## src/rtl/telemetry_rx.sv

```systemverilog
`default_nettype none
// ============================================================================
// Module      : telemetry_rx
// Description : Receive side of the eBike telemetry link. Deserializes an
//               8N1 UART stream, frames the 8-byte packet
//               (0xAA, 0x55, batt_hi, batt_lo, curr_hi, curr_lo,
//               torque_hi, torque_lo) and presents the three 12-bit values
//               with a one-cycle packet-ready strobe.
// Revision    : 1.0 - initial release
// ----------------------------------------------------------------------------
// Parameters:
//   BAUD_DIV    clocks per bit (legal 8..4095)
// Ports:
//   clk         system clock
//   rst_n       asynchronous active-low reset
//   RX          serial line, idle high, asynchronous to clk
//   batt_v      last received battery voltage
//   avg_curr    last received average current
//   avg_torque  last received average torque
//   pkt_rdy     one-cycle pulse when a complete packet is latched
//   frm_err     one-cycle pulse on a bad stop bit
// ============================================================================
module telemetry_rx #(
  parameter int BAUD_DIV = 2604
) (
  input  logic        clk,
  input  logic        rst_n,
  input  logic        RX,
  output logic [11:0] batt_v,
  output logic [11:0] avg_curr,
  output logic [11:0] avg_torque,
  output logic        pkt_rdy,
  output logic        frm_err
);

  // The counter expires on the cycle it reads zero, so a load of N gives an
  // interval of N+1 cycles. Loading one less keeps bit spacing at exactly
  // BAUD_DIV and avoids drift across the nine sample points of a frame.
  localparam logic [11:0] HALF_LOAD = 12'(BAUD_DIV / 2 - 1);
  localparam logic [11:0] BIT_LOAD  = 12'(BAUD_DIV - 1);

  localparam logic [1:0] IDLE  = 2'd0;
  localparam logic [1:0] START = 2'd1;
  localparam logic [1:0] DATA  = 2'd2;
  localparam logic [1:0] STOP  = 2'd3;

  localparam logic [1:0] SYNC1   = 2'd0;
  localparam logic [1:0] SYNC2   = 2'd1;
  localparam logic [1:0] PAYLOAD = 2'd2;

  // --------------------------------------------------------------------------
  // Synchronizer and edge detect (all flops idle high)
  // --------------------------------------------------------------------------
  logic rx_meta, rx_sync, rx_prev;

  always_ff @(posedge clk or negedge rst_n) begin
    if (!rst_n) begin
      rx_meta <= 1'b1;
      rx_sync <= 1'b1;
      rx_prev <= 1'b1;
    end else begin
      rx_meta <= RX;
      rx_sync <= rx_meta;
      rx_prev <= rx_sync;
    end
  end

  // --------------------------------------------------------------------------
  // Bit-level FSM
  // --------------------------------------------------------------------------
  logic [1:0]  bit_state;
  logic [11:0] baud_cnt;
  logic [2:0]  bit_idx;
  logic [7:0]  shift;
  logic        expire;
  logic        byte_rdy;
  logic        stop_bad;

  assign expire   = (baud_cnt == 12'd0);
  // Stop-bit verdicts are combinational so the packet FSM can act on them in
  // the sample cycle, putting pkt_rdy/frm_err on the following cycle.
  assign byte_rdy = (bit_state == STOP) && expire &&  rx_sync;
  assign stop_bad = (bit_state == STOP) && expire && !rx_sync;

  always_ff @(posedge clk or negedge rst_n) begin
    if (!rst_n) begin
      bit_state <= IDLE;
      baud_cnt  <= 12'd0;
      bit_idx   <= 3'd0;
      shift     <= 8'd0;
      frm_err   <= 1'b0;
    end else begin
      frm_err <= stop_bad;
      case (bit_state)
        IDLE: begin
          if (rx_prev && !rx_sync) begin
            bit_state <= START;
            baud_cnt  <= HALF_LOAD;
          end
        end
        START: begin
          if (expire) begin
            if (!rx_sync) begin
              bit_state <= DATA;
              baud_cnt  <= BIT_LOAD;
              bit_idx   <= 3'd0;
            end else begin
              // Line went back high by mid-start-bit: treat as a glitch.
              bit_state <= IDLE;
            end
          end else begin
            baud_cnt <= baud_cnt - 12'd1;
          end
        end
        DATA: begin
          if (expire) begin
            shift    <= {rx_sync, shift[7:1]};
            baud_cnt <= BIT_LOAD;
            if (bit_idx == 3'd7) begin
              bit_state <= STOP;
            end else begin
              bit_idx <= bit_idx + 3'd1;
            end
          end else begin
            baud_cnt <= baud_cnt - 12'd1;
          end
        end
        default: begin // STOP
          if (expire) begin
            bit_state <= IDLE;
          end else begin
            baud_cnt <= baud_cnt - 12'd1;
          end
        end
      endcase
    end
  end

  // --------------------------------------------------------------------------
  // Packet FSM
  // --------------------------------------------------------------------------
  logic [1:0] pkt_state;
  logic [2:0] byte_idx;
  logic [3:0] batt_hi, curr_hi, torque_hi;
  logic [7:0] batt_lo, curr_lo;

  always_ff @(posedge clk or negedge rst_n) begin
    if (!rst_n) begin
      pkt_state  <= SYNC1;
      byte_idx   <= 3'd0;
      batt_hi    <= 4'd0;
      batt_lo    <= 8'd0;
      curr_hi    <= 4'd0;
      curr_lo    <= 8'd0;
      torque_hi  <= 4'd0;
      batt_v     <= 12'd0;
      avg_curr   <= 12'd0;
      avg_torque <= 12'd0;
      pkt_rdy    <= 1'b0;
    end else begin
      pkt_rdy <= 1'b0;
      if (stop_bad) begin
        // Abandon any partial packet; staging is overwritten next time.
        pkt_state <= SYNC1;
      end else if (byte_rdy) begin
        case (pkt_state)
          SYNC1: begin
            if (shift == 8'hAA) pkt_state <= SYNC2;
          end
          SYNC2: begin
            if (shift == 8'h55) begin
              pkt_state <= PAYLOAD;
              byte_idx  <= 3'd0;
            end else if (shift != 8'hAA) begin
              pkt_state <= SYNC1;
            end
          end
          default: begin // PAYLOAD: sync values here are plain data
            byte_idx <= byte_idx + 3'd1;
            case (byte_idx)
              3'd0: batt_hi   <= shift[3:0];
              3'd1: batt_lo   <= shift;
              3'd2: curr_hi   <= shift[3:0];
              3'd3: curr_lo   <= shift;
              3'd4: torque_hi <= shift[3:0];
              default: begin
                batt_v     <= {batt_hi, batt_lo};
                avg_curr   <= {curr_hi, curr_lo};
                avg_torque <= {torque_hi, shift};
                pkt_rdy    <= 1'b1;
                pkt_state  <= SYNC1;
              end
            endcase
          end
        endcase
      end
    end
  end

endmodule
`default_nettype wire

```

## config.mk

```make
export PLATFORM = sky130hd
export DESIGN_NAME = telemetry_rx
export DESIGN_NICKNAME = d
export VERILOG_FILES = /design/src/rtl/telemetry_rx.sv
export SDC_FILE = /design/constraint.sdc
export NUM_CORES = 1
export LEC_CHECK = 0
export ABC_AREA = 1
export CAP_MARGIN = 20
export CORE_MARGIN = 3
export CORE_UTILIZATION = 43
export CTS_BUF_LIST = sky130_fd_sc_hd__clkbuf_8
export DETAILED_ROUTE_END_ITERATION = 8
export PLACE_DENSITY = 0.69
export SKIP_CTS_REPAIR_TIMING = 1
export SLEW_MARGIN = 20
export SYNTH_ARGS = -nofsm -noshare
export SYNTH_HDL_FRONTEND = slang
export SYNTH_SLANG_ARGS = --single-unit
```

## constraint.sdc

```tcl
create_clock -name clk -period 2.2 [get_ports clk]
set_input_delay 0.22 -clock clk [delete_from_list [all_inputs] [get_ports clk]]
set_output_delay 0.22 -clock clk [all_outputs]
set_load 0.05 [all_outputs]
```

==> results of run 1 <==
## metrics by stage
stage          instances  hold slack [ns]  area [um2]  total power [mW]  worst slack, ns
2_1_floorplan        555          -0.0756        4550              2.65            0.441
3_3_place_gp         720            0.177        5110              2.87            0.245
3_5_place_dp         720            0.181        5110              2.90            0.177
4_1_cts              736           -0.228        5300              4.05            0.162
5_1_grt              737            0.256        5320              4.28          0.00382
6_report             737            0.257        5320              4.00            0.253
## report_power, final
part | leakage [nW] | total [mW] | internal [mW] | switching [mW]
clock network | 0.0999 | 1.13 | 0.444 | 0.688
logic | 1.23 | 0.853 | 0.280 | 0.573
registers | 1.35 | 2.01 | 1.92 | 0.0940
## path summary, 6_finish.rpt
kind                                           from                       end  slack (ns)  cells after the start
min                                              RX         rx_meta$_DFF_PN1_        0.26                      1
max reg2reg                bit_state[1]$_DFFE_PN0P_   baud_cnt[6]$_DFFE_PN0P_        0.25                     13
max in group asynchronous                     rst_n  torque_hi[0]$_DFFE_PN0P_        1.18                      3
min reg2reg                       rx_meta$_DFF_PN1_         rx_sync$_DFF_PN1_        0.36                      0
max                        bit_state[1]$_DFFE_PN0P_   baud_cnt[6]$_DFFE_PN0P_        0.25                     13
min in group asynchronous                     rst_n     batt_v[5]$_DFFE_PN0P_        0.31                      2
## flip-flops by register name, indices dropped and copies added, names as in the netlist
register / count
bit_state: 2
rx_meta: 1
avg_curr: 12
batt_lo: 8
curr_lo: 8
batt_v: 12
rx_prev: 1
avg_torque: 12
frm_err: 1
byte_idx: 3
rx_sync: 1
torque_hi: 4
pkt_rdy: 1
pkt_state: 2
bit_idx: 3
curr_hi: 4
shift: 8
batt_hi: 4
baud_cnt: 12
## logic make-up after synthesis
logic type	Yosys count	synth area share
xor+xnor	3	0.00578
simple gates	319	0.292
flops	99	0.546
fa+ha+maj	14	0.0385
buf+inv	64	0.0569
compound gates	56	0.0616
## cells in the final DEF, fill, tap and decap left out, types with 3 or more instances in the layout
cell	Yosys	layout
dfstp_2	3	3
inv_8	0	3
nor3_1	3	3
buf_4	3	7
clkbuf_8	0	9
a21oi_1	8	8
o21ai_0	48	48
inv_1	47	47
xor2_1	3	3
dfrtp_1	96	95
nor2_1	45	45
nand3_1	68	68
ha_1	14	14
nand4_1	4	4
clkdlybuf4s50_1	0	39
nand2_1	193	192
## metal layers
metal	track usage	vias up
li1	-	1859
met1	0.223	1746
met2	0.299	64
met3	0.0349	20
met4	0.0685	0
met5	0	-
## cell type report
type / count / area share
multi-input combinational: 392 / 0.341
clock inverter: 7 / 0.0122
inverter: 48 / 0.0339
timing repair buffer: 49 / 0.0918
tap: 133 / 0.0313
sequential: 99 / 0.467
clock buffer: 9 / 0.0233
==> run summary, run 1 <==
Critical Path RT: 2.45 ns
Critical Path Source Type: flip-flop
Syn nets: 572
CTS root buf: clkbuf_8
Worst-path cell chain: inv_1 > ha_1 > inv_1 > nand2_1 > o21ai_0 > nand3_1 > nand2_1 > inv_1 > buf_4 > nand2_1 > nand2_1 > nand2_1 > nor2_1
Number of global-route vias before repair: 3,632
Synth top area cells: dfrtp_1 (53%), nand2_1 (16%), nand3_1 (7.5%)
Row Count: 36
Met2 Wirelength: 4740 um
Metal-1 WL: 4280 um
Post-synth top cells: nand2_1 (193), dfrtp_1 (96), nand3_1 (68)
Port Buffers: 40
Largest net degree at the start of global routing: 42
Metal3 WL: 298 um
Run status: completed
Core Box Area: 10,000 um2
HPWL Detailed: 6930 um
FMAX: 514 MHz
Seq/Total Area, Yosys: 0.546
FILL cells: 963
Pleak: 2.68 nW
Final Setup Violations: 0
CTS Sinks: 99
Layout cell share with drive strength beyond 1: 0.0579
Cell variety after synth: 22
Via count: 3,689
Storage cell area: 2480 um2
Final TNS setup: 0 ns
Crit Path Max Fanout: 8
Top-count cell post-synth: nand2_1
Delay of the slowest cell on the worst path: 0.44 ns
Yosys warns: 0
Peak supply drop: 753 uV
Starting Density: 0.453
Initial antenna violation count: 0
Synth Register Bits: 99
Gp weighted congestion: 0.875
Hold Vio Cnt, Final: 0
Worst hold-check path type: primary input to flip-flop
Via density: 5.01
Clock transition at path regs: 0.10 ns
DRC viols: 0
Syn_area_per_cell: 8.19 um2
CTS tree: done
Final Util: 0.529
Top FF cell, synth: dfrtp_1
DR pass1 iterations: 4
Clock skew: 0.00872 ns
Buffers & Inverters on Critical Path: 4
Final ANT Viol Nets: 0
EDFF count, synth: 0
Die Height: 109 um
Global-route wire length before repair: 16,700 um
Total global-route track usage: 0.177
Slew Viols, Final: 0
Cell area after synthesis: 4550 um2
Worst path top cell family by delay: buffers and inverters
Die W: 109 um
Max-slew headroom: 0.649
Nets: 616
Fin crit share: 0.885
H-tree depth: 3
Total CTS buffers: 9
P&R area growth vs syn: 16.9%
Post-layout min period: 1.95 ns
Cell taking the most area after synthesis: dfrtp_1
Max Root-Sink Buffers: 2
Max_cap viols: 0
WL final: 9560 um
Power per Cell Area: 752 nW/um2
Synth top area share: 0.528
# IOs: 41
Actual slew at the worst max-slew pin: 0.524 ns
Top cell by count, worst path: nand2_1
Multi-input logic area: 1810 um2
Instance count of the mapped netlist: 555
WL per Instance: 13.0 um
CP arrival: 2.20 ns
Die Area: 11,800 um2
Crit path max-delay cell type: dfrtp_1
Overflow after GRT: 0
Critical path type: flip-flop to flip-flop
Starting DRT DRC Count: 153
Unrepaired setup endpoints after global routing: no
Crit path capture type: flip-flop
ANT cells: 0
Skew-Pair Late Insertion Delay: 0.36 ns
Top sig layer: met4
Asr flop ratio synth: 1.00
Power figures use the tool's default switching activity.
==> run 2: changes to the inputs <==
Settings changed: DONT_BUFFER_PORTS set to 1, PLACE_DENSITY 0.69 to 0.65, SETUP_SLACK_MARGIN set to 0.5.
==> run summary, run 2 (synthesis gave the netlist of run 1 again) <==
Critical path type: flip-flop to flip-flop
Sequential power share: 0.451
Largest net degree at the start of global routing: 100
WL per Instance: 15.1 um
# IOs: 41
Placed insts: 678
Via density: 5.17
Worst reg2reg startpoint: baud_cnt[1]$_DFFE_PN0P_
Total global-route track usage: 0.172
H-tree depth: 3
Nets: 607
Via count: 3,761
CTS root buf: clkbuf_8
CP arrival: 2.12 ns
Row Count: 36
Clock skew: 0.0148 ns
ANT cells: 0
Actual slew at the worst max-slew pin: 0.561 ns
Internal power: 2.95 mW
Port Buffers: 0
Initial antenna violation count: 0
R2R cell count: 11
FMAX: 540 MHz
Overflow after GRT: 0
P&R area growth vs syn: 26.1%
Die W: 109 um
Starting Density: 0.453
Top sig layer: met4
Number of global-route vias before repair: 3,513
Fin cells: 728
Switching share of power: 0.351
Die Area: 11,800 um2
Final Setup Violations: 0
DR pass1 iterations: 4
Skew-Pair Late Insertion Delay: 0.37 ns
Metal-1 WL: 4810 um
Crit Path Max Fanout: 7
Final TNS setup: 0 ns
Min Hold Slack: -0.464 ns
Commonest cells after routing, fill and taps aside: nand2_1 (132), dfrtp_1 (94), nand3_1 (65)
Crit path capture type: flip-flop
Run status: finished, violations left
Core Box Area: 10,000 um2
Total CTS buffers: 9
Max Root-Sink Buffers: 2
Die Height: 109 um
Met2 Wirelength: 5660 um
Combinational power share: 0.299
Switch Pwr: 1.60 mW
Global-route wire length before repair: 16,300 um
DRC viols: 0
Total power: 4.55 mW
Critical Path RT: 2.47 ns
Max-slew headroom: 0.626
Peak supply drop: 635 uV
CTS tree: done
Layout cell share with drive strength beyond 1: 0.281
HPWL Detailed: 6690 um
Most common cell after layout, fill and taps aside: nand2_1
Post-layout min period: 1.85 ns
Fin crit share: 0.842
Gp weighted congestion: 0.831
Failing checks: hold timing
Final ANT Viol Nets: 0
Metal3 WL: 457 um
Unrepaired setup endpoints after global routing: yes
Hold Vio Cnt, Final: 99
Max_cap viols: 0
Setup crit start: baud_cnt[1]$_DFFE_PN0P_
WL final: 11,000 um
Clock transition at path regs: 0.10 ns
Clock power frac: 0.251
Starting DRT DRC Count: 304
Critical Path Source Type: flip-flop
Power per Cell Area: 794 nW/um2
Slew Viols, Final: 0
CTS Sinks: 99
Pleak: 2.82 nW
Worst hold-check path type: primary input to asynchronous set/reset pin
==> run 2: final timing paths <==
path	endpoint	slack [ns]
worst max register to register	avg_curr[8]$_DFFE_PN0P_	0.35
worst min-delay path	avg_curr[10]$_DFFE_PN0P_	-0.46
worst max-delay path	avg_curr[8]$_DFFE_PN0P_	0.35
max in group asynchronous	rx_prev$_DFF_PN1_	2.41
worst min register to register	rx_sync$_DFF_PN1_	0.36
min in group clk	rx_sync$_DFF_PN1_	0.36
==> run 2: power groups by stage <==
| stage | sequential, mW | clock (mW) | combinational (mW) |
|---|---|---|---|
| after global placement | 2.05 | 0 | 0.810 |
| after detailed placement | 2.05 | 0 | 0.824 |
| after floorplan | 2.03 | 0 | 0.656 |
| after CTS | 2.01 | 1.17 | 0.830 |
| final | 2.05 | 1.14 | 1.36 |
| after global routing | 2.07 | 1.23 | 1.48 |
==> run 2: layout make-up <==
| type | count | area, um2 |
|---|---|---|
| Inverter | 48 | 193 |
| Multi-Input combinational cell | 393 | 2260 |
| Fill cell | 874 | 4310 |
| Clock inverter | 6 | 53.8 |
| Sequential cell | 99 | 2480 |
| Clock buffer | 10 | 138 |
| Timing Repair Buffer | 39 | 438 |
| Tap cell | 133 | 166 |
==> run 2: critical path: stages (launching register included) <==
cell and delay (ns):
dfrtp_1 0.40, inv_2 0.09, ha_4 0.15, nand3_4 0.08, nor2_4 0.17, nand3_4 0.10, nor3_4 0.19, buf_12 0.16
nand2_8 0.09, clkbuf_16 0.19, nand2_2 0.05, nand2_1 0.06
==> run 2: per-stage QoR <==
stage / cell area, um2 / util / setup slack [ns]
5_1_grt: 5730 / 0.571 / 0.263
3_3_place_gp: 4730 / 0.471 / 0.276
3_5_place_dp: 4730 / 0.471 / 0.209
6_report: 5730 / 0.571 / 0.347
4_1_cts: 4920 / 0.490 / 0.184
2_1_floorplan: 4590 / - / 0.490
==> run 2: layer usage <==
metal  up-vias  track usage
li1       1849            -
met1      1825        0.215
met2        77        0.296
met3        10       0.0426
met4         0       0.0496
met5         -            0
